`src/rtl/inst_encoder_pkg.sv`:
```
// Opcodes, request kind codes and FSM state encoding shared by the
// instruction encoder and the control decoder.
package inst_encoder_pkg;

  localparam logic [5:0] OP_RTYPE = 6'b000000;
  localparam logic [5:0] OP_LW    = 6'b100011;
  localparam logic [5:0] OP_SW    = 6'b101011;
  localparam logic [5:0] OP_BEQ   = 6'b000100;
  localparam logic [5:0] OP_J     = 6'b000010;
  localparam logic [5:0] OP_ADDIU = 6'b001001;

  localparam logic [2:0] KIND_R     = 3'd0;
  localparam logic [2:0] KIND_LW    = 3'd1;
  localparam logic [2:0] KIND_SW    = 3'd2;
  localparam logic [2:0] KIND_BEQ   = 3'd3;
  localparam logic [2:0] KIND_J     = 3'd4;
  localparam logic [2:0] KIND_ADDIU = 3'd5;

  typedef enum logic [1:0] {
    ST_IDLE  = 2'd0,
    ST_WRITE = 2'd1,
    ST_DONE  = 2'd2,
    ST_FULL  = 2'd3
  } state_t;

endpackage

```
`src/rtl/inst_field_pack.sv`:
```
// Combinational packing of request kind and fields into a 32-bit MIPS word.
module inst_field_pack
  import inst_encoder_pkg::*;
(
  input  logic [2:0]  kind,
  input  logic [5:0]  funct,
  input  logic [4:0]  rs,
  input  logic [4:0]  rt,
  input  logic [4:0]  rd,
  input  logic [15:0] imm,
  input  logic [25:0] target,
  output logic [31:0] word,
  output logic        illegal
);

  always_comb begin
    word    = '0;
    illegal = 1'b0;
    case (kind)
      KIND_R:     word = {OP_RTYPE, rs, rt, rd, 5'b00000, funct};
      KIND_LW:    word = {OP_LW, rs, rt, imm};
      KIND_SW:    word = {OP_SW, rs, rt, imm};
      KIND_BEQ:   word = {OP_BEQ, rs, rt, imm};
      KIND_J:     word = {OP_J, target};
      KIND_ADDIU: word = {OP_ADDIU, rs, rt, imm};
      default:    illegal = 1'b1;
    endcase
  end

endmodule

```
`src/rtl/inst_encoder.sv`:
```
// Accepts encode requests and writes the packed words sequentially into
// instruction memory, pulsing done at batch end and latching FULL at 1023.
module inst_encoder
  import inst_encoder_pkg::*;
(
  input  logic        clk,
  input  logic        rst,
  input  logic        req_valid,
  output logic        req_ready,
  input  logic [2:0]  req_kind,
  input  logic [5:0]  req_funct,
  input  logic [4:0]  req_rs,
  input  logic [4:0]  req_rt,
  input  logic [4:0]  req_rd,
  input  logic [15:0] req_imm,
  input  logic [25:0] req_target,
  input  logic        req_last,
  output logic        im_wen,
  output logic [9:0]  im_addr,
  output logic [31:0] im_wdata,
  output logic        done,
  output logic        err
);

  state_t      state;
  logic [9:0]  ptr;
  logic        last_q;
  logic [31:0] word;
  logic        illegal;
  logic        hs;

  inst_field_pack u_pack (
    .kind    (req_kind),
    .funct   (req_funct),
    .rs      (req_rs),
    .rt      (req_rt),
    .rd      (req_rd),
    .imm     (req_imm),
    .target  (req_target),
    .word    (word),
    .illegal (illegal)
  );

  always_comb begin
    req_ready = (state == ST_IDLE);
    im_wen    = (state == ST_WRITE);
    done      = (state == ST_DONE);
    im_addr   = ptr;
    hs        = req_valid && req_ready;
  end

  // The packed word is registered in place of the raw fields; im_wdata only
  // changes on entry to WRITE, so it holds whenever im_wen is low.
  always_ff @(posedge clk) begin
    if (rst) begin
      state    <= ST_IDLE;
      ptr      <= '0;
      last_q   <= 1'b0;
      im_wdata <= '0;
      err      <= 1'b0;
    end else begin
      case (state)
        ST_IDLE: begin
          if (hs) begin
            last_q <= req_last;
            if (illegal) begin
              err   <= 1'b1;
              state <= req_last ? ST_DONE : ST_IDLE;
            end else begin
              im_wdata <= word;
              state    <= ST_WRITE;
            end
          end
        end
        ST_WRITE: begin
          if (last_q || ptr == '1) begin
            state <= ST_DONE;
          end else begin
            ptr   <= ptr + 10'd1;
            state <= ST_IDLE;
          end
        end
        // DONE without a pending last can only follow a write at 1023.
        ST_DONE: begin
          if (!last_q) begin
            state <= ST_FULL;
          end else begin
            ptr   <= '0;
            state <= ST_IDLE;
          end
        end
        ST_FULL: state <= ST_FULL;
        default: state <= ST_IDLE;
      endcase
    end
  end

endmodule

```
`config.mk`:
```
export PLATFORM = sky130hd
export DESIGN_NAME = inst_encoder
export DESIGN_NICKNAME = d
export VERILOG_FILES = /design/src/rtl/inst_encoder_pkg.sv /design/src/rtl/inst_field_pack.sv /design/src/rtl/inst_encoder.sv
export SDC_FILE = /design/constraint.sdc
export NUM_CORES = 1
export LEC_CHECK = 0
export ABC_AREA = 1
export CAP_MARGIN = 20
export CORE_UTILIZATION = 35
export CTS_CLUSTER_DIAMETER = 150
export DETAILED_ROUTE_END_ITERATION = 6
export GPL_ROUTABILITY_DRIVEN = 0
export GPL_TIMING_DRIVEN = 0
export MAX_ROUTING_LAYER = met4
export PLACE_DENSITY_LB_ADDON = 0.25
export SYNTH_ARGS = -nofsm -noshare
export SYNTH_HDL_FRONTEND = slang
export SYNTH_SLANG_ARGS = --single-unit
```
`constraint.sdc`:
```
create_clock -name clk -period 2.27 [get_ports clk]
set_input_delay 0.227 -clock clk [delete_from_list [all_inputs] [get_ports clk]]
set_output_delay 0.227 -clock clk [all_outputs]
set_load 0.05 [all_outputs]
```
==> out/results.tsv <==
metric	value	unit
hold_class	input port to register	
core-area	6756	sq um
num_vias	2732	
yosysTopAreaCell	dfxtp_1	
critical_path_buf_inv_count	2	
stdcell_count	563	
yosysWarnings	0	
holdPathStages	2	
cpMaxStageDelayCell	clkdlybuf4s50_1	
drc	0	
met1_usage	24.43	%
worstSetupStartpointType	register	
nets	557	
crit_path_cell_trace	inv_1 > ha_1 > clkdlybuf4s50_1	
netlist_area	2437	sq um
grt_setup_unrepaired	no	
power_density	651.4	nW/um^2
status	complete, no violations	
pre_cts_slack	0.4945	ns
wl_per_cell	12.40	microns
drive_gt1_share	8.903	%
maxSlewHeadroom	64.58	%
placedCellCount	555	
cp_top_family	buffers and inverters	
antenna_left	0	
clk_path_buf_depth	2	
timing.hold.ws	0.2359	ns
die_x	85.45	microns
ys.flop_type	dfxtp_1	
post_cts_resize_count	0	
num-fill-cells	663	
cts_tree	built	
synth.avg_cell_area	6.714	sq um
grt.overflow.total	0	
cp_data_arrival_time	1.83	ns
cts_root_buffer	clkbuf_8	
ios	116	
power_frac_seq	36.9	%
rows	30	
cp_max_fo	3	
max_freq	486.1	MHz
min_period	2.057	ns
htree_levels	2	
yosysSeqAreaShare	36.96	%
wl	6981	microns
clkTransAtPathRegs	0.09	ns
ys_async_sr_fraction	0	%
yosys-top-cells-area	dfxtp_1 37%, nand2_1 22%, nand3_1 5.7%	
grt_pass1_vias	2621	
drtIter0Drc	88	
clock_latency	0.29	ns
path_depth	3	
initial_core_util	36.07	%
swShare	33.75	%
dieArea	7302	sq um
synth_edf_count	0	
period_share	90.63	%
layout-area-overhead-vs-synth	55.60	%
internal_power	1.637	mW
yosys-top-cells-count	140 x nand2_1, 45 x dfxtp_1, 31 x inv_1, 28 x nand3_1, 18 x a21oi_1	
pwr-share-comb	34.2	%
final-hold-violation-count	0	
portBuffers	112	
use_met2	32.87	%
ir_drop	304.4	uV
grtUsageMet3	4.377	%
syn_inst	363	
synthesis.nets	438	
dieHeight	85.45	microns
final_max_slew_viol_count	0	
end_kind	output pin	
worst_path_largest_cell_delay	0.83	ns
worst_slack	0.2128	ns
synth.ff_latch_count	45	
utilization	56.13	%
setup_violations	0	
power.switching	833.7	uW
grt_max_degree	15	
critPathRequiredTime	2.04	ns
grt_pass1_wl	11550	microns
worstSetupPathType	register to output pin	
antenna_cells	0	
tns	0	ns
yosysTopAreaCellShare	36.96	%
grt_usage	19.97	%
fin_worst_skew	0.002765	ns
worstMarginPinSlew	0.5296	ns
cts.sinks	45	
vias_per_cell	4.853	
yosysMostFrequentCell	nand2_1	
busiest_layer	met2	
first_pass_iters	4	
cts_inserted_buffers	5	
hpwl	5339	microns
synth_cell_types	33	
holdBufCountCts	0	
antenna_found_initial	0	
r2r_cells	7	
p_leak	1.598	nW
cap_viol_max_count	0	
cts_setup_buffers	0	
clockPowerShare	28.9	%
-- power by group through the flow --
stage,clock network (mW),registers (mW),logic [mW]
2_1_floorplan,0,1.14,0.314
3_5_place_dp,0,0.928,0.849
4_1_cts,0.733,0.911,0.851
3_3_place_gp,0,0.927,0.840
5_1_grt,0.765,0.919,0.910
6_report,0.714,0.911,0.845
-- layout by cell type, fill, tap and decap left out, types with 4 or more instances in the layout --
master           Yosys  layout
inv_2                4       4
nand2_1            140     140
inv_1               31      31
clkbuf_8             0       5
a31oi_1             10      10
a21oi_1             18      18
o21ai_0             10      10
nor2_1              17      17
ha_1                 5       5
clkdlybuf4s50_1      0     112
nand3_1             28      28
buf_2                4       4
buf_4                9       9
a22oi_1              4       4
dfxtp_1             45      45
nor2_2               4       4
a41oi_1              7       7
-- kinds of logic (layout without fill, tap and decap cells) --
kind of cell	Yosys count	count (layout)	share of synthesized area [%]
buffers and inverters	53	173	10.37
AOI/OAI and AO/OA	55	55	14.37
DFF	45	45	36.96
adders and majority gates	5	5	2.567
other	1	1	0.1539
and+or+nand+nor	204	204	35.57
-- metrics by stage --
step | power, mW | cell area (sq um)
4_1_cts | 2.495 | 3792
3_5_place_dp | 1.777 | 3659
5_1_grt | 2.594 | 3792
6_report | 2.470 | 3792
3_3_place_gp | 1.767 | 3659
2_1_floorplan | 1.451 | 2437
-- final timing paths --
path / start / slack (ns) / end
setup reg to reg: state[0] / 0.58 / im_addr[3]
hold reg to reg: im_wdata[28] / 0.47 / im_wdata[28]
setup / recovery: state[1] / 0.21 / im_wen
hold / removal: rst / 0.24 / im_wdata[27]
-- per-layer routing --
metal  wire length (microns)  vias to the layer above
met2                    3311                       82
met4                      81                        0
li1                        -                     1403
met1                    3224                     1239
met5                       0                        -
met3                     363                        8
-- state kept, by name, indices dropped and copies added, names as in the netlist --
signal,count
state,2
im_addr,10
last_q,1
im_wdata,31
err,1
-- cell type report --
cell class / instances / area (sq um) / share of cell area [%]
Buffer: 17 / 117.6 / 3.101
Clock buffer: 5 / 68.82 / 1.815
Clock inverter: 3 / 65.06 / 1.716
Inverter: 36 / 135.1 / 3.563
Multi-Input combinational cell: 265 / 1284 / 33.85
Sequential cell: 45 / 900.9 / 23.75
Tap cell: 80 / 100.1 / 2.639
Timing Repair Buffer: 112 / 1121 / 29.56
No activity file was read; power rests on OpenSTA's default activity.
